===== src/rtl/fir_xifu_mem_responder_if.sv =====
// fir_xifu_mem_responder_if: XIF mem/mem_result plus OBI data port bundle for the responder
interface fir_xifu_mem_responder_if #(
  parameter int ADDR_WIDTH = 32,
  parameter int ID_WIDTH   = 4
);
  logic                  clear_i;
  logic                  mem_valid_i;
  logic                  mem_ready_o;
  logic [ID_WIDTH-1:0]   mem_id_i;
  logic [ADDR_WIDTH-1:0] mem_addr_i;
  logic                  mem_we_i;
  logic [2:0]            mem_size_i;
  logic [3:0]            mem_be_i;
  logic [31:0]           mem_wdata_i;
  logic                  mem_resp_exc_o;
  logic [5:0]            mem_resp_exccode_o;
  logic                  mem_result_valid_o;
  logic [ID_WIDTH-1:0]   mem_result_id_o;
  logic [31:0]           mem_result_rdata_o;
  logic                  mem_result_err_o;
  logic                  obi_req_o;
  logic                  obi_gnt_i;
  logic [ADDR_WIDTH-1:0] obi_addr_o;
  logic                  obi_we_o;
  logic [3:0]            obi_be_o;
  logic [31:0]           obi_wdata_o;
  logic                  obi_rvalid_i;
  logic [31:0]           obi_rdata_i;
  logic                  obi_err_i;
  logic                  spurious_o;
  modport slave (
    input  clear_i, mem_valid_i, mem_id_i, mem_addr_i, mem_we_i, mem_size_i, mem_be_i, mem_wdata_i,
           obi_gnt_i, obi_rvalid_i, obi_rdata_i, obi_err_i,
    output mem_ready_o, mem_resp_exc_o, mem_resp_exccode_o, mem_result_valid_o, mem_result_id_o,
           mem_result_rdata_o, mem_result_err_o, obi_req_o, obi_addr_o, obi_we_o, obi_be_o,
           obi_wdata_o, spurious_o
  );
  modport master (
    output clear_i, mem_valid_i, mem_id_i, mem_addr_i, mem_we_i, mem_size_i, mem_be_i, mem_wdata_i,
           obi_gnt_i, obi_rvalid_i, obi_rdata_i, obi_err_i,
    input  mem_ready_o, mem_resp_exc_o, mem_resp_exccode_o, mem_result_valid_o, mem_result_id_o,
           mem_result_rdata_o, mem_result_err_o, obi_req_o, obi_addr_o, obi_we_o, obi_be_o,
           obi_wdata_o, spurious_o
  );
endinterface


===== src/rtl/fir_xifu_mem_responder.sv =====
// fir_xifu_mem_responder: checks XIF memory requests, forwards legal ones to OBI, returns results in order
module fir_xifu_mem_responder #(
  parameter int                    ADDR_WIDTH      = 32,
  parameter int                    DATA_WIDTH      = 32,
  parameter int                    ID_WIDTH        = 4,
  parameter int                    MAX_OUTSTANDING = 2,
  parameter logic [ADDR_WIDTH-1:0] PMA_BASE        = 32'h1000_0000,
  parameter logic [ADDR_WIDTH-1:0] PMA_SIZE        = 32'h0001_0000
) (
  input logic clk_i,
  input logic rst_ni,
  fir_xifu_mem_responder_if.slave bus
);
  localparam int CW = $clog2(MAX_OUTSTANDING + 1);
  localparam int PW = MAX_OUTSTANDING > 1 ? $clog2(MAX_OUTSTANDING) : 1;
  localparam logic [ADDR_WIDTH:0] LO = {1'b0, PMA_BASE};
  localparam logic [ADDR_WIDTH:0] HI = LO + {1'b0, PMA_SIZE};

  logic [ID_WIDTH-1:0] fid_q [MAX_OUTSTANDING];
  logic                fwe_q [MAX_OUTSTANDING];
  logic [CW-1:0]       count_q, count_d;
  logic [PW-1:0]       wptr_q, wptr_d, rptr_q, rptr_d;
  logic                res_valid_q, res_err_q, spurious_q, spurious_d;
  logic [ID_WIDTH-1:0] res_id_q;
  logic [31:0]         res_rdata_q;
  logic                mis, oor, fault, full, empty, push, pop, flush;

  // Alignment/range fault check; misalignment (including bad sizes) wins over range.
  assign mis = !(bus.mem_size_i inside {3'd1, 3'd2, 3'd4}) ||
               (bus.mem_size_i == 3'd2 && bus.mem_addr_i[0]) ||
               (bus.mem_size_i == 3'd4 && bus.mem_addr_i[1:0] != 2'b00);
  assign oor   = {1'b0, bus.mem_addr_i} < LO || {1'b0, bus.mem_addr_i} >= HI;
  assign fault = bus.mem_valid_i && (mis || oor);
  assign full  = count_q == CW'(MAX_OUTSTANDING);
  assign empty = count_q == '0;
  assign push  = bus.obi_req_o && bus.obi_gnt_i;
  assign pop   = bus.obi_rvalid_i && !empty;
  assign flush = !rst_ni || bus.clear_i;

  assign bus.obi_req_o          = bus.mem_valid_i && !full && !fault;
  assign bus.mem_ready_o        = fault || push;
  assign bus.mem_resp_exc_o     = fault;
  assign bus.mem_resp_exccode_o = !fault ? 6'd0 : mis ? (bus.mem_we_i ? 6'd6 : 6'd4) : (bus.mem_we_i ? 6'd7 : 6'd5);
  assign bus.obi_addr_o         = {bus.mem_addr_i[ADDR_WIDTH-1:2], 2'b00};
  assign bus.obi_we_o           = bus.mem_we_i;
  assign bus.obi_be_o           = bus.mem_be_i;
  assign bus.obi_wdata_o        = bus.mem_wdata_i;
  assign bus.mem_result_valid_o = res_valid_q;
  assign bus.mem_result_id_o    = res_id_q;
  assign bus.mem_result_rdata_o = res_rdata_q;
  assign bus.mem_result_err_o   = res_err_q;
  assign bus.spurious_o         = spurious_q;

  // Next-state for the outstanding-transaction FIFO bookkeeping and the sticky spurious flag.
  always_comb begin
    count_d    = count_q + CW'(push) - CW'(pop);
    wptr_d     = push ? (wptr_q == PW'(MAX_OUTSTANDING - 1) ? '0 : wptr_q + 1'b1) : wptr_q;
    rptr_d     = pop ? (rptr_q == PW'(MAX_OUTSTANDING - 1) ? '0 : rptr_q + 1'b1) : rptr_q;
    spurious_d = spurious_q || (bus.obi_rvalid_i && empty);
  end

  // FIFO payload storage needs no reset; validity is tracked by the count.
  always_ff @(posedge clk_i) begin
    if (push) begin
      fid_q[wptr_q] <= bus.mem_id_i;
      fwe_q[wptr_q] <= bus.mem_we_i;
    end
  end

  // State registers and the one-cycle-delayed result; clear_i behaves exactly like reset.
  always_ff @(posedge clk_i) begin
    if (flush) begin
      count_q     <= '0;
      wptr_q      <= '0;
      rptr_q      <= '0;
      spurious_q  <= 1'b0;
      res_valid_q <= 1'b0;
      res_id_q    <= '0;
      res_rdata_q <= '0;
      res_err_q   <= 1'b0;
    end else begin
      count_q     <= count_d;
      wptr_q      <= wptr_d;
      rptr_q      <= rptr_d;
      spurious_q  <= spurious_d;
      res_valid_q <= pop;
      if (pop) begin
        res_id_q    <= fid_q[rptr_q];
        res_rdata_q <= fwe_q[rptr_q] ? 32'd0 : bus.obi_rdata_i;
        res_err_q   <= bus.obi_err_i;
      end
    end
  end
endmodule


===== src/flat_wrapper.sv =====
// flat-port wrapper written by rule: the top's interface ports become plain ports
module fir_xifu_mem_responder_flat 
#(
  parameter int                    ADDR_WIDTH      = 32,
  parameter int                    DATA_WIDTH      = 32,
  parameter int                    ID_WIDTH        = 4,
  parameter int                    MAX_OUTSTANDING = 2,
  parameter logic [ADDR_WIDTH-1:0] PMA_BASE        = 32'h1000_0000,
  parameter logic [ADDR_WIDTH-1:0] PMA_SIZE        = 32'h0001_0000
)
  (clk_i, rst_ni, bus_clear_i, bus_mem_valid_i, bus_mem_id_i, bus_mem_addr_i, bus_mem_we_i, bus_mem_size_i, bus_mem_be_i, bus_mem_wdata_i, bus_obi_gnt_i, bus_obi_rvalid_i, bus_obi_rdata_i, bus_obi_err_i, bus_mem_ready_o, bus_mem_resp_exc_o, bus_mem_resp_exccode_o, bus_mem_result_valid_o, bus_mem_result_id_o, bus_mem_result_rdata_o, bus_mem_result_err_o, bus_obi_req_o, bus_obi_addr_o, bus_obi_we_o, bus_obi_be_o, bus_obi_wdata_o, bus_spurious_o);
  fir_xifu_mem_responder_if #(.ADDR_WIDTH(ADDR_WIDTH), .ID_WIDTH(ID_WIDTH)) bus_i ();
  input logic clk_i;
  input logic rst_ni;
  input wire logic [$bits(bus_i.clear_i)-1:0] bus_clear_i;
  input wire logic [$bits(bus_i.mem_valid_i)-1:0] bus_mem_valid_i;
  input wire logic [$bits(bus_i.mem_id_i)-1:0] bus_mem_id_i;
  input wire logic [$bits(bus_i.mem_addr_i)-1:0] bus_mem_addr_i;
  input wire logic [$bits(bus_i.mem_we_i)-1:0] bus_mem_we_i;
  input wire logic [$bits(bus_i.mem_size_i)-1:0] bus_mem_size_i;
  input wire logic [$bits(bus_i.mem_be_i)-1:0] bus_mem_be_i;
  input wire logic [$bits(bus_i.mem_wdata_i)-1:0] bus_mem_wdata_i;
  input wire logic [$bits(bus_i.obi_gnt_i)-1:0] bus_obi_gnt_i;
  input wire logic [$bits(bus_i.obi_rvalid_i)-1:0] bus_obi_rvalid_i;
  input wire logic [$bits(bus_i.obi_rdata_i)-1:0] bus_obi_rdata_i;
  input wire logic [$bits(bus_i.obi_err_i)-1:0] bus_obi_err_i;
  output wire logic [$bits(bus_i.mem_ready_o)-1:0] bus_mem_ready_o;
  output wire logic [$bits(bus_i.mem_resp_exc_o)-1:0] bus_mem_resp_exc_o;
  output wire logic [$bits(bus_i.mem_resp_exccode_o)-1:0] bus_mem_resp_exccode_o;
  output wire logic [$bits(bus_i.mem_result_valid_o)-1:0] bus_mem_result_valid_o;
  output wire logic [$bits(bus_i.mem_result_id_o)-1:0] bus_mem_result_id_o;
  output wire logic [$bits(bus_i.mem_result_rdata_o)-1:0] bus_mem_result_rdata_o;
  output wire logic [$bits(bus_i.mem_result_err_o)-1:0] bus_mem_result_err_o;
  output wire logic [$bits(bus_i.obi_req_o)-1:0] bus_obi_req_o;
  output wire logic [$bits(bus_i.obi_addr_o)-1:0] bus_obi_addr_o;
  output wire logic [$bits(bus_i.obi_we_o)-1:0] bus_obi_we_o;
  output wire logic [$bits(bus_i.obi_be_o)-1:0] bus_obi_be_o;
  output wire logic [$bits(bus_i.obi_wdata_o)-1:0] bus_obi_wdata_o;
  output wire logic [$bits(bus_i.spurious_o)-1:0] bus_spurious_o;
  assign bus_i.clear_i = bus_clear_i;
  assign bus_i.mem_valid_i = bus_mem_valid_i;
  assign bus_i.mem_id_i = bus_mem_id_i;
  assign bus_i.mem_addr_i = bus_mem_addr_i;
  assign bus_i.mem_we_i = bus_mem_we_i;
  assign bus_i.mem_size_i = bus_mem_size_i;
  assign bus_i.mem_be_i = bus_mem_be_i;
  assign bus_i.mem_wdata_i = bus_mem_wdata_i;
  assign bus_i.obi_gnt_i = bus_obi_gnt_i;
  assign bus_i.obi_rvalid_i = bus_obi_rvalid_i;
  assign bus_i.obi_rdata_i = bus_obi_rdata_i;
  assign bus_i.obi_err_i = bus_obi_err_i;
  assign bus_mem_ready_o = bus_i.mem_ready_o;
  assign bus_mem_resp_exc_o = bus_i.mem_resp_exc_o;
  assign bus_mem_resp_exccode_o = bus_i.mem_resp_exccode_o;
  assign bus_mem_result_valid_o = bus_i.mem_result_valid_o;
  assign bus_mem_result_id_o = bus_i.mem_result_id_o;
  assign bus_mem_result_rdata_o = bus_i.mem_result_rdata_o;
  assign bus_mem_result_err_o = bus_i.mem_result_err_o;
  assign bus_obi_req_o = bus_i.obi_req_o;
  assign bus_obi_addr_o = bus_i.obi_addr_o;
  assign bus_obi_we_o = bus_i.obi_we_o;
  assign bus_obi_be_o = bus_i.obi_be_o;
  assign bus_obi_wdata_o = bus_i.obi_wdata_o;
  assign bus_spurious_o = bus_i.spurious_o;
  fir_xifu_mem_responder #(.ADDR_WIDTH(ADDR_WIDTH), .DATA_WIDTH(DATA_WIDTH), .ID_WIDTH(ID_WIDTH), .MAX_OUTSTANDING(MAX_OUTSTANDING), .PMA_BASE(PMA_BASE), .PMA_SIZE(PMA_SIZE)) u_core (.clk_i(clk_i), .rst_ni(rst_ni), .bus(bus_i));
endmodule

===== config.mk =====
export PLATFORM = sky130hd
export DESIGN_NAME = fir_xifu_mem_responder_flat
export DESIGN_NICKNAME = d
export VERILOG_FILES = /design/src/rtl/fir_xifu_mem_responder_if.sv /design/src/rtl/fir_xifu_mem_responder.sv /design/src/flat_wrapper.sv
export SDC_FILE = /design/constraint.sdc
export NUM_CORES = 1
export LEC_CHECK = 0
export BUFFER_PORTS_ARGS = -buffer_cell sky130_fd_sc_hd__buf_4
export CAP_MARGIN = 15
export CELL_PAD_IN_SITES_DETAIL_PLACEMENT = 0
export CELL_PAD_IN_SITES_GLOBAL_PLACEMENT = 1
export CORE_ASPECT_RATIO = 0.8
export CORE_MARGIN = 2
export CORE_UTILIZATION = 23
export CTS_CLUSTER_DIAMETER = 80
export DETAILED_ROUTE_END_ITERATION = 7
export PLACE_DENSITY = 0.79
export SETUP_SLACK_MARGIN = 0.2
export SYNTH_ARGS = -nofsm -noshare
export SYNTH_HDL_FRONTEND = slang
export SYNTH_SLANG_ARGS = --single-unit

===== constraint.sdc =====
create_clock -name clk_i -period 1.39 [get_ports clk_i]
set_input_delay 0.0695 -clock clk_i [delete_from_list [all_inputs] [get_ports clk_i]]
set_output_delay 0.0695 -clock clk_i [all_outputs]
set_load 0.01 [all_outputs]

==> impl_metrics.csv <==
group,metric,value,unit
sta,final-hold-violation-count,0,
yosys,synthAdderAreaFrac,0.4857,%
yosys,synth_edf_count,10,
yosys,synth_area,2576,µm²
worst_setup_path,crit_top_cell,"buf_12",
outcome,status,"complete, no violations",
detailed_routing,ant_nets,0,
sta,fin_ws,0.03148,ns
worst_setup_path,max_stage_delay,0.36,ns
placed_design,place.gp.congestion,0.6869,
sta,skew,0.007290,ns
detailed_routing,routed_via_density,4.184,
sta,max_freq,0.7361,GHz
global_routing,grt-ovfl-total,0,
global_routing,grt_use_total,10.07,%
clocking,clk_latency,0.28,ns
hold_path,worstHoldEndpoint,"u_core.bus.mem_result_rdata_o[30]",
yosys,synth_compound_area_share,13.36,%
placed_design,pre_cts_ws,-0.2529,ns
power,switching_share,20.74,%
yosys,avgSynthCellArea,9.649,µm²
clocking,ctsLongestPathBuffers,2,
yosys,ys_types,32,
final_layout,fill_cells,1111,
power,combPwrFrac,10.6,%
placed_design,dpl.hpwl,4.704,mm
power,p_switching,0.0006864,W
yosys,synth_area_leaders,"dfxtp_1 34%, buf_4 21%, edfxtp_1 12%, a22oi_1 9.3%, nor2_1 6.7%",
detailed_routing,wirelength,6.823,mm
worst_setup_path,reg2reg_from,"u_core.count_q[0]",
yosys,yosysTopAreaCell,"dfxtp_1",
clocking,h-tree-depth,2,
worst_setup_path,critical_path_class,"flop to flop",
worst_setup_path,endpoint_kind,"flop",
worst_setup_path,worst_setup_path_start_kind,"flop",
placed_design,port_buffers,126,
sta,rsz0062_at_grt,"yes",
global_routing,grt_max_degree,45,
yosys,synthSimpleGateAreaFrac,13.21,%
placed_design,dp.cells,466,
sta,finalCritPeriodShare,97.74,%
hold_path,hold_class,"primary input to flop",
clocking,cts.clk_slew.worst_paths,0.07,ns
power,ir_drop,0.0004490,V
final_layout,drive_gt1_share,62.61,%
worst_setup_path,rr_endpoint,"u_core.bus.mem_result_rdata_o[12]",
detailed_routing,post_drt_wl_per_cell,13.95,µm
floorplan,fp.dieW,122.3,µm
final_layout,final_nets,460,
worst_setup_path,path_cells,"o21ai_4 > buf_12 > a211oi_4 > buf_12 > a22oi_1 > nor2_1",
yosys,synth_cells,267,
final_layout,layout.cells.non_filler,489,
final_layout,final_util,36.41,%
sta,slew_violations,0,
global_routing,grt_pass1_wl,9.708,mm
power,power.density,834.8,nW/µm²
floorplan,core,10890,µm²
yosys,synth_ff_type,"dfxtp_1",
yosys,synthMuxAreaShare,1.554,%
detailed_routing,vias,2046,
yosys,synth_top_area_share,34.19,%
yosys,ys_seq_area_share,45.85,%
yosys,synth_seq_cells,54,
sta,setup_viol,0,
yosys,synth-xor-area-share,1.360,%
global_routing,antenna_found_initial,0,
final_layout,antennaDiodeCount,0,
worst_setup_path,r2r_cells,6,
clocking,cts_made_buffers,5,
sta,min_period,1.359,ns
yosys,async_reset_ff_share,0,%
yosys,synth_most_common_cell,"buf_4",
yosys,yosysWarnings,0,
power,seq_power_share,48.0,%
clocking,cts_sinks,54,
global_routing,grt_pass1_vias,1978,
clocking,clockRootBuffer,"clkbuf_16",
floorplan,design.die.area,12070,µm²
floorplan,initial_core_util,23.66,%
power,pwr-share-clk,41.3,%
clocking,cts_tree,"built",
floorplan,die_y,98.66,µm
hold_path,worstHoldStart,"bus_obi_rdata_i[30]",
floorplan,row_count,34,
worst_setup_path,cp_slowest_cell,"dfxtp_4",
detailed_routing,drt_pre_antenna_iters,3,
worst_setup_path,rrSetupSlack,0.03,ns
worst_setup_path,crit_required,1.55,ns
worst_setup_path,crit_family,"compound AO/OA/AOI/OAI gates",
power,p_leak,1.581,nW
worst_setup_path,arrival,1.51,ns
final_layout,synthToLayoutAreaGrowth,53.91,%
yosys,synth_top_family_by_area,"buffers and inverters",
hold_path,worst_hold_path.num_cells,3,
detailed_routing,route.detailed.drc,0,
worst_setup_path,path_buf_inv,2,
power,p_int,0.002624,W
detailed_routing,detailedRoute.firstIterationViolations,44,
worst_setup_path,cp_max_fo,32,
flow_run,drv_cap,0,
floorplan,ioPinCount,232,
yosys,synth_top_cells_by_count,"73 x buf_4, 46 x nor2_1, 44 x dfxtp_1",
==> metal layers <==
metal	track usage [%]	up-vias	routed length, µm
met5	0	-	0
met4	2.387	0	65
met3	4.456	13	528
met2	16.58	86	3495
met1	12.03	962	2734
li1	-	985	-
==> cells by family (layout without fill, tap and decap cells) <==
group                      after synthesis  count (layout)
xor gates and xnor gates                 4               4
buffers and inverters                   91             165
other                                    1               5
DFF                                     54              54
and+or+nand+nor                         68              68
AOI/OAI and AO/OA                       44              44
adders and majority gates                1               1
muxes                                    4               4
==> cell usage in the layout (no fill, tap or decap), drive strengths merged <==
cell type,n
nor2,46
nor3b,2
clkbuf,9
a21oi,5
and2,1
dlygate4sd3,4
and3,1
xnor2,2
a2111oi,1
dfxtp,44
conb,5
a22oi,32
nor4b,2
xor2,2
inv,6
mux2i,4
bufbuf,1
nor2b,1
nand2b,3
buf,145
nand2,5
edfxtp,10
nor4,4
a211oi,5
o21ai,1
nand3,1
nand4,2
ha,1
==> stage by stage <==
stage          hold slack [ns]  power, W  area [µm²]  TNS (ns)
6_report               0.01452  0.003310        3965         0
5_1_grt               0.009781  0.003466        3965   -0.8160
4_1_cts                0.01058  0.003340        3696         0
3_5_place_dp            0.1391  0.001936        3299    -2.909
3_3_place_gp            0.1391  0.001934        3299    -2.230
2_1_floorplan           0.1684  0.001892        2680         0
==> worst register-to-register path, stage by stage (launching register included) <==
cell and delay [ns]:
dfxtp_4 0.36, o21ai_4 0.27, buf_12 0.16, a211oi_4 0.04, buf_12 0.18, a22oi_1 0.18, nor2_1 0.05
==> area by class of cell <==
cell class / count / area, µm² / share of cell area [%]
Timing Repair Buffer: 151 / 1304 / 32.88
Tap cell: 144 / 180.2 / 4.544
Sequential cell: 54 / 1189 / 29.98
Inverter: 6 / 30.03 / 0.7573
Multi-Input combinational cell: 126 / 1095 / 27.61
Clock buffer: 8 / 167.7 / 4.228
==> how the worst max path moves through the flow <==
stage                            start                                end  cells after the start
floorplan           bus_mem_addr_i[26]                 u_core.fid_q[0][0]                      5
global route        bus_mem_addr_i[30]                    u_core.fwe_q[0]                      6
global placement    bus_mem_addr_i[26]                 u_core.fid_q[0][0]                      6
detailed placement  bus_mem_addr_i[26]                 u_core.fid_q[0][3]                      6
CTS                 bus_mem_addr_i[24]          bus_mem_resp_exccode_o[1]                      8
finish               u_core.count_q[0]  u_core.bus.mem_result_rdata_o[12]                      6
==> power by group through the flow <==
stage,clock [W],combinational [W],sequential [W]
global route,0.00150,0.000377,0.00159
global placement,0,0.000305,0.00163
finish,0.00137,0.000352,0.00159
floorplan,0,0.000263,0.00163
detailed placement,0,0.000307,0.00163
CTS,0.00142,0.000333,0.00159
==> timing repair <==
| item | 4_1_cts | 5_1_grt |
|---|---|---|
| setup endpoints to repair | 54 | 56 |
| endpoints found under the hold margin | 8 | 0 |
| pin swaps | 7 | 3 |
| resized for setup | 24 | 44 |
| buffers inserted | 5 | 4 |
| hold buffers | 4 | 0 |
| gates cloned | 1 | 1 |
==> flip-flops by register name, summed over array words and instances (netlist names), named ones only <==
signal and flops:
u_core.bus.spurious_o 1, u_core.fwe_q 2, u_core.count_q 2, u_core.bus.mem_result_valid_o 1
u_core.bus.mem_result_rdata_o 32, u_core.bus.mem_result_err_o 1, u_core.bus.mem_result_id_o 4, u_core.fid_q 8
u_core.wptr_q 1, u_core.rptr_q 1
Note: power is estimated with default switching activity, not from simulation.
